<file path="config.mk">
export PLATFORM = sky130hd
export DESIGN_NAME = timer_display_scanner_flat
export DESIGN_NICKNAME = d
export VERILOG_FILES = /design/src/rtl/timer_display_scanner_if.sv /design/src/rtl/timer_display_scanner.sv /design/src/flat_wrapper.sv
export SDC_FILE = /design/constraint.sdc
export NUM_CORES = 1
export LEC_CHECK = 0
export ABC_CLOCK_PERIOD_IN_PS = 5700
export CORE_AREA = 10 10 110 112
export CTS_BUF_LIST = sky130_fd_sc_hd__clkbuf_8
export CTS_CLUSTER_SIZE = 28
export DETAILED_ROUTE_END_ITERATION = 6
export DIE_AREA = 0 0 120 122
export PLACE_DENSITY = 0.86
export SETUP_SLACK_MARGIN = 0.1
export SYNTH_ARGS = -nofsm -noshare
export SYNTH_HDL_FRONTEND = slang
export SYNTH_SLANG_ARGS = --single-unit
</file>
<file path="constraint.sdc">
create_clock -name clk -period 5.7 [get_ports clk]
set_input_delay 1.425 -clock clk [delete_from_list [all_inputs] [get_ports clk]]
set_output_delay 1.425 -clock clk [all_outputs]
set_load 0.05 [all_outputs]
</file>
<file path="src/rtl/timer_display_scanner_if.sv">
// Conversion handshake between a seconds source and the display scanner:
// the source offers a seconds value with a load strobe and a mode select,
// the scanner answers with busy, a done pulse and the saturation flag.
interface timer_display_scanner_if #(
  parameter int TIMER_W = 11
) ();

  logic [TIMER_W-1:0] timer;
  logic               load;
  logic               mode;
  logic               busy;
  logic               done;
  logic               sat;

  modport master (
    output timer, load, mode,
    input  busy, done, sat
  );

  modport slave (
    input  timer, load, mode,
    output busy, done, sat
  );

endinterface

</file>
<file path="src/rtl/timer_display_scanner.sv">
// Seconds-to-display converter for the parking system's 4-digit common-anode
// display. A seconds count is captured on load and split into four BCD digits
// by a subtract-and-count engine (one subtraction per clock, no dividers),
// either as MM:SS or as a plain decimal number. The committed digits are then
// shown by multiplexed anode scanning with optional leading-zero blanking,
// colon dot in MM:SS mode and whole-display blinking.
module timer_display_scanner #(
  parameter int TIMER_W     = 11,
  parameter int REFRESH_DIV = 100000,
  parameter int BLINK_DIV   = 50000000
) (
  input  logic                   clk,
  input  logic                   reset,
  timer_display_scanner_if.slave bus,
  input  logic                   blank_lead,
  input  logic                   blink_en,
  output logic [6:0]             seg,
  output logic [3:0]             an,
  output logic                   dp
);

  // Threshold compares need room for 10000, so never go narrower than 14 bits.
  localparam int CW  = (TIMER_W > 14) ? TIMER_W : 14;
  localparam int RCW = (REFRESH_DIV > 1) ? $clog2(REFRESH_DIV) : 1;
  localparam int BCW = (BLINK_DIV > 1) ? $clog2(BLINK_DIV) : 1;

  localparam logic [RCW-1:0] REFRESH_LAST = RCW'(REFRESH_DIV - 1);
  localparam logic [BCW-1:0] BLINK_LAST   = BCW'(BLINK_DIV - 1);

  localparam logic [CW-1:0] SAT_MMSS = CW'(6000);
  localparam logic [CW-1:0] SAT_DEC  = CW'(10000);

  typedef enum logic [2:0] {
    IDLE,
    MIN,
    MT,
    ST,
    D3,
    D2,
    D1,
    COMMIT
  } state_t;

  // Conversion engine state and working registers
  state_t          state, state_n;
  logic [CW-1:0]   rem, rem_n;
  logic [6:0]      mins, mins_n;
  logic [3:0]      w3, w3_n;
  logic [3:0]      w2, w2_n;
  logic [3:0]      w1, w1_n;
  logic [3:0]      w0, w0_n;
  logic            sat_w, sat_w_n;
  logic            mode_w, mode_w_n;

  // Committed results seen by the display side
  logic [15:0]     disp, disp_n;
  logic            disp_mode, disp_mode_n;
  logic            sat_q, sat_q_n;
  logic            busy_q, busy_q_n;
  logic            done_q, done_q_n;

  // Scanning and blinking
  logic [RCW-1:0]  rcnt;
  logic [1:0]      scan_idx;
  logic [BCW-1:0]  bcnt;
  logic            phase;

  logic [1:0]      idx_nx;
  logic [3:0]      digit_nx;
  logic            blank_nx;
  logic            blank3, blank2, blank1;
  logic [6:0]      seg_nx;
  logic [3:0]      an_nx;
  logic            dp_nx;

  logic [CW-1:0]   timer_ext;

  assign timer_ext = CW'(bus.timer);

  assign bus.busy = busy_q;
  assign bus.done = done_q;
  assign bus.sat  = sat_q;

  function automatic logic [6:0] seg_code(input logic [3:0] d);
    logic [6:0] code;
    case (d)
      4'd0:    code = 7'b1000000;
      4'd1:    code = 7'b1111001;
      4'd2:    code = 7'b0100100;
      4'd3:    code = 7'b0110000;
      4'd4:    code = 7'b0011001;
      4'd5:    code = 7'b0010010;
      4'd6:    code = 7'b0000010;
      4'd7:    code = 7'b1111000;
      4'd8:    code = 7'b0000000;
      4'd9:    code = 7'b0010000;
      default: code = 7'b1111111;
    endcase
    return code;
  endfunction

  // Register the conversion FSM, its datapath and the committed results
  always_ff @(posedge clk) begin
    if (reset) begin
      state     <= IDLE;
      rem       <= '0;
      mins      <= '0;
      w3        <= '0;
      w2        <= '0;
      w1        <= '0;
      w0        <= '0;
      sat_w     <= 1'b0;
      mode_w    <= 1'b0;
      disp      <= '0;
      disp_mode <= 1'b0;
      sat_q     <= 1'b0;
      busy_q    <= 1'b0;
      done_q    <= 1'b0;
    end else begin
      state     <= state_n;
      rem       <= rem_n;
      mins      <= mins_n;
      w3        <= w3_n;
      w2        <= w2_n;
      w1        <= w1_n;
      w0        <= w0_n;
      sat_w     <= sat_w_n;
      mode_w    <= mode_w_n;
      disp      <= disp_n;
      disp_mode <= disp_mode_n;
      sat_q     <= sat_q_n;
      busy_q    <= busy_q_n;
      done_q    <= done_q_n;
    end
  end

  // One subtract-or-advance step per cycle; digits appear on the display only at COMMIT
  always_comb begin
    state_n     = state;
    rem_n       = rem;
    mins_n      = mins;
    w3_n        = w3;
    w2_n        = w2;
    w1_n        = w1;
    w0_n        = w0;
    sat_w_n     = sat_w;
    mode_w_n    = mode_w;
    disp_n      = disp;
    disp_mode_n = disp_mode;
    sat_q_n     = sat_q;
    busy_q_n    = busy_q;
    done_q_n    = 1'b0;

    case (state)
      IDLE: begin
        if (bus.load) begin
          rem_n    = timer_ext;
          mode_w_n = bus.mode;
          mins_n   = '0;
          w3_n     = '0;
          w2_n     = '0;
          w1_n     = '0;
          w0_n     = '0;
          busy_q_n = 1'b1;
          if ((!bus.mode && timer_ext >= SAT_MMSS) ||
              ( bus.mode && timer_ext >= SAT_DEC)) begin
            sat_w_n = 1'b1;
            state_n = COMMIT;
          end else begin
            sat_w_n = 1'b0;
            state_n = bus.mode ? D3 : MIN;
          end
        end
      end

      MIN: begin
        if (rem >= CW'(60)) begin
          rem_n  = rem - CW'(60);
          mins_n = mins + 7'd1;
        end else begin
          state_n = MT;
        end
      end

      MT: begin
        if (mins >= 7'd10) begin
          mins_n = mins - 7'd10;
          w3_n   = w3 + 4'd1;
        end else begin
          w2_n    = mins[3:0];
          state_n = ST;
        end
      end

      ST: begin
        if (rem >= CW'(10)) begin
          rem_n = rem - CW'(10);
          w1_n  = w1 + 4'd1;
        end else begin
          w0_n    = rem[3:0];
          state_n = COMMIT;
        end
      end

      D3: begin
        if (rem >= CW'(1000)) begin
          rem_n = rem - CW'(1000);
          w3_n  = w3 + 4'd1;
        end else begin
          state_n = D2;
        end
      end

      D2: begin
        if (rem >= CW'(100)) begin
          rem_n = rem - CW'(100);
          w2_n  = w2 + 4'd1;
        end else begin
          state_n = D1;
        end
      end

      D1: begin
        if (rem >= CW'(10)) begin
          rem_n = rem - CW'(10);
          w1_n  = w1 + 4'd1;
        end else begin
          w0_n    = rem[3:0];
          state_n = COMMIT;
        end
      end

      COMMIT: begin
        if (sat_w) begin
          disp_n = mode_w ? 16'h9999 : 16'h9959;
        end else begin
          disp_n = {w3, w2, w1, w0};
        end
        sat_q_n     = sat_w;
        disp_mode_n = mode_w;
        done_q_n    = 1'b1;
        busy_q_n    = 1'b0;
        state_n     = IDLE;
      end

      default: begin
        state_n  = IDLE;
        busy_q_n = 1'b0;
      end
    endcase
  end

  // Work out what the next scan slot should show, including blanking and blink
  always_comb begin
    idx_nx   = scan_idx + 2'd1;
    blank3   = blank_lead && (disp[15:12] == 4'd0);
    blank2   = blank3 && disp_mode && (disp[11:8] == 4'd0);
    blank1   = blank2 && (disp[7:4] == 4'd0);
    digit_nx = disp[3:0];
    blank_nx = 1'b0;

    case (idx_nx)
      2'd0: begin
        digit_nx = disp[3:0];
        blank_nx = 1'b0;
      end
      2'd1: begin
        digit_nx = disp[7:4];
        blank_nx = blank1;
      end
      2'd2: begin
        digit_nx = disp[11:8];
        blank_nx = blank2;
      end
      default: begin
        digit_nx = disp[15:12];
        blank_nx = blank3;
      end
    endcase

    seg_nx = blank_nx ? 7'b1111111 : seg_code(digit_nx);
    an_nx  = (blink_en && !phase) ? 4'b1111 : ~(4'b0001 << idx_nx);
    dp_nx  = !(!disp_mode && (idx_nx == 2'd2));
  end

  // Refresh counter steps the scan index and loads the display outputs on wrap
  always_ff @(posedge clk) begin
    if (reset) begin
      rcnt     <= '0;
      scan_idx <= 2'd3;
      seg      <= 7'b1111111;
      an       <= 4'b1111;
      dp       <= 1'b1;
    end else if (rcnt == REFRESH_LAST) begin
      rcnt     <= '0;
      scan_idx <= idx_nx;
      seg      <= seg_nx;
      an       <= an_nx;
      dp       <= dp_nx;
    end else begin
      rcnt <= rcnt + 1'b1;
    end
  end

  // Blink phase toggles every BLINK_DIV cycles and parks at "on" while disabled
  always_ff @(posedge clk) begin
    if (reset || !blink_en) begin
      bcnt  <= '0;
      phase <= 1'b1;
    end else if (bcnt == BLINK_LAST) begin
      bcnt  <= '0;
      phase <= ~phase;
    end else begin
      bcnt <= bcnt + 1'b1;
    end
  end

endmodule

</file>
<file path="src/flat_wrapper.sv">
// flat-port wrapper written by rule: the top's interface ports become plain ports
module timer_display_scanner_flat 
#(
  parameter int TIMER_W     = 11,
  parameter int REFRESH_DIV = 100000,
  parameter int BLINK_DIV   = 50000000
)
  (clk, reset, blank_lead, blink_en, seg, an, dp, bus_timer, bus_load, bus_mode, bus_busy, bus_done, bus_sat);
  timer_display_scanner_if #(.TIMER_W(TIMER_W)) bus_i ();
  input  logic clk;
  input  logic reset;
  input  logic blank_lead;
  input  logic blink_en;
  output logic [6:0] seg;
  output logic [3:0] an;
  output logic dp;
  input wire logic [$bits(bus_i.timer)-1:0] bus_timer;
  input wire logic [$bits(bus_i.load)-1:0] bus_load;
  input wire logic [$bits(bus_i.mode)-1:0] bus_mode;
  output wire logic [$bits(bus_i.busy)-1:0] bus_busy;
  output wire logic [$bits(bus_i.done)-1:0] bus_done;
  output wire logic [$bits(bus_i.sat)-1:0] bus_sat;
  assign bus_i.timer = bus_timer;
  assign bus_i.load = bus_load;
  assign bus_i.mode = bus_mode;
  assign bus_busy = bus_i.busy;
  assign bus_done = bus_i.done;
  assign bus_sat = bus_i.sat;
  timer_display_scanner #(.TIMER_W(TIMER_W), .REFRESH_DIV(REFRESH_DIV), .BLINK_DIV(BLINK_DIV)) u_core (.clk(clk), .reset(reset), .bus(bus_i), .blank_lead(blank_lead), .blink_en(blink_en), .seg(seg), .an(an), .dp(dp));
endmodule
</file>
==> metrics.txt <==
Pre-Repair DR Iteration Count=6; Synth Register Bits=118; core footprint=10,050 um^2; number of routed nets with antenna violations=0; number of distinct library cells after synthesis=74; number of antenna cells inserted=0; buffers added on ports=30; data required time at the worst endpoint=6.04 ns; HPWL reported at the end of detailed placement=12.10 mm; pins over their slew limit=0; CTS tree=yes; number of max-capacitance violations reported=0; Non-Filler Cell Area, Final=7420 um^2; drc violations=0; CTS buffer count=17; final global-route overflow total=0; CTS Root Buffer Type=clkbuf_8; Psw=1.374 mW; H-tree depth=4; net count of the finished layout=899; via count=6,386; wire length of the first global-routing pass=29.59 mm; Area Growth Syn to Fin=11.47%; combinational share of power=40.6%; Setup TNS Final=0 ns; switching fraction of total power=41.27%; cell row count=37; Die Y-Extent=122 um; Power Internal=1.956 mW; worst hold slack after final layout=0.4567 ns; number of enable flip-flop cells after synthesis=0; arrival time at the worst endpoint=3.83 ns; Critical Path Source Type=primary input; maximum frequency from static timing analysis=286.1 MHz; Primary FF master, synth=dfxtp_1; period utilisation layout=61.31%; maximum number of buffers from clock root to sink=2; synth top area cells=dfxtp_1 35%, nor2_1 6.2%, nand2_1 5.5%; worst-skew pair later-pin latency=0.45 ns; share of the yosys chip area belonging to registers=35.49%; Cell Count, Final, Fillers Out=1,002; FFs w/ async S/R, synth=0%; Post-CTS Setup Bufs=0; Yosys warning total=0; Worst Clk Skew=0.008821 ns; Clk pwr share=26.9%; fill cell total of the finished layout=794; I/O pin cnt=32; WL/cell=17.61 um; Die X-Extent=120 um; power per cell area=448.9 nW/um^2; largest net degree at the start of global routing=57; total of hold buffers inserted after clock tree synthesis=0; Hold WC Path Type=flop to flop; most common library cells after synthesis=118 x dfxtp_1, 110 x nor2_1, 98 x nand2_1; number of global-route vias before repair=6,181; cell with the most instances after synthesis=dfxtp_1; clock-pin slew on the worst setup and hold paths=0.07 ns; # placed instances=970; Finish-stage setup viols=0; total cell area at the placement stage=6952 um^2; hold violation count in the final report=0; top cell type's share of synthesized area=35.49%; Gate Count Post-Synth=848; cell type with the largest total area after synthesis=dfxtp_1; Total Wirelength=17.65 mm; Mean Syn Cell Area=7.850 um^2; unrepaired setup endpoints after global routing=no; VDD IR-drop max=0.0003169 V; total die area=14,640 um^2; Routability Congestion=0.9536; net count after synthesis=894; leakage power figure=2.698 nW; category of the critical setup timing path=primary input to flop; starting utilization of the core area=66.26%; run status=completed; combined area of all synthesized cells=6656 um^2; Initial DRC Count=798; Crit. End Element=flop; headroom to the max-slew limit=26.34%; Sequential Power Share=32.5%; sink count of the clock tree=118; worst setup margin=2.205 ns; via/cell ratio=6.373; final critical path time including I/O delays and setup=3.495 ns; CP max FO=7; number of gates resized after cts=0; worst slack, placed=1.777 ns; slew of the pin with the lowest slew margin=1.095 ns; antenna violations before repair=0; layout cell share with drive strength beyond 1=5.658%; overall global routing resource usage=24.24%
sequential cells by signal (all words and copies together) (netlist names):
name / count
u_core.dp: 1
u_core.mins: 7
u_core.w2: 4
u_core.bus.done: 1
u_core.w1: 4
u_core.w3: 4
u_core.seg: 7
u_core.rcnt: 17
u_core.w0: 4
u_core.scan_idx: 2
u_core.state: 3
u_core.rem: 14
u_core.an: 4
u_core.disp: 16
u_core.phase: 1
u_core.bcnt: 26
u_core.bus.busy: 1
u_core.mode_w: 1
u_core.disp_mode: 1
area by class of cell:
class	instances	area [um^2]	area share [%]
Multi-Input combinational cell	655	3989	53.76
Sequential cell	118	2362	31.84
Timing Repair Buffer	35	332.8	4.486
Clock buffer	21	289.0	3.895
Clock inverter	11	178.9	2.411
Tap cell	136	170.2	2.293
Inverter	26	97.59	1.315
cell families after synthesis:
group           Yosys count  share of synthesized area (%)
simple gates            357                          25.88
compound gates          210                          20.77
flops                   118                          35.49
buf+inv                  75                          4.586
xor+xnor                 51                          6.711
fa+ha+maj                29                          5.451
mux                       7                          1.053
other cells               1                        0.05634
worst paths after layout:
| path | startpoint | endpoint | slack (ns) | depth (start not counted) |
|---|---|---|---|---|
| worst max-delay path | bus_load | u_core.w1[3] | 2.21 | 7 |
| worst min-delay path | u_core.w0[0] | u_core.disp[0] | 0.46 | 2 |
| worst max register to register | u_core.rem[2] | u_core.rem[5] | 2.30 | 8 |
| worst min register to register | u_core.w0[0] | u_core.disp[0] | 0.46 | 2 |
metrics by stage:
| step | util, % | power, mW |
|---|---|---|
| 3_3_place_gp | 69.20 | 2.352 |
| 4_1_cts | 73.86 | 3.286 |
| 5_1_grt | 73.86 | 3.514 |
| 3_5_place_dp | 69.20 | 2.391 |
| 2_1_floorplan | - | 2.081 |
| 6_report | 73.86 | 3.330 |
placed cells by master (no fill, tap or decap), types with 7 or more instances in the layout:
cell type          n
a211oi_1           7
nor2_1           110
nor3_1            20
a31oi_1           10
ha_1              29
clkdlybuf4s50_1   29
and3_1             9
o21ai_0           41
nand4_1           15
xnor2_1           23
clkbuf_8          21
a21oi_1           66
inv_1             29
nor2b_1            8
or3_1              8
xor2_1            28
nand2b_1           8
nand2_1           98
dfxtp_1          118
nand3_1           38
nor4_1            14
a22oi_1           10
mux2i_1            7
power by group through the flow:
| stage | logic, mW | registers [mW] | clock network, mW |
|---|---|---|---|
| 6_report | 1.35 | 1.08 | 0.895 |
| 5_1_grt | 1.48 | 1.10 | 0.937 |
| 4_1_cts | 1.31 | 1.07 | 0.903 |
| 2_1_floorplan | 1.09 | 0.994 | 0 |
| 3_3_place_gp | 1.27 | 1.09 | 0 |
| 3_5_place_dp | 1.30 | 1.09 | 0 |
per-layer routing:
layer,track usage (%),wire length [um],part of all wire [%],up-vias
met2,40.23,8253,47,298
met1,28.38,7415,42,2971
li1,-,-,-,3051
met5,0,0,0,-
met4,12.59,662,3.8,0
met3,6.383,1317,7.5,66
critical path, stage by stage:
cell	delay, ns
clkdlybuf4s50_1	0.54
nor4b_2	0.91
a21oi_1	0.11
a31oi_1	0.46
nand4_1	0.17
xor2_1	0.16
nor2_1	0.05
No activity file was read; power rests on OpenSTA's default activity.
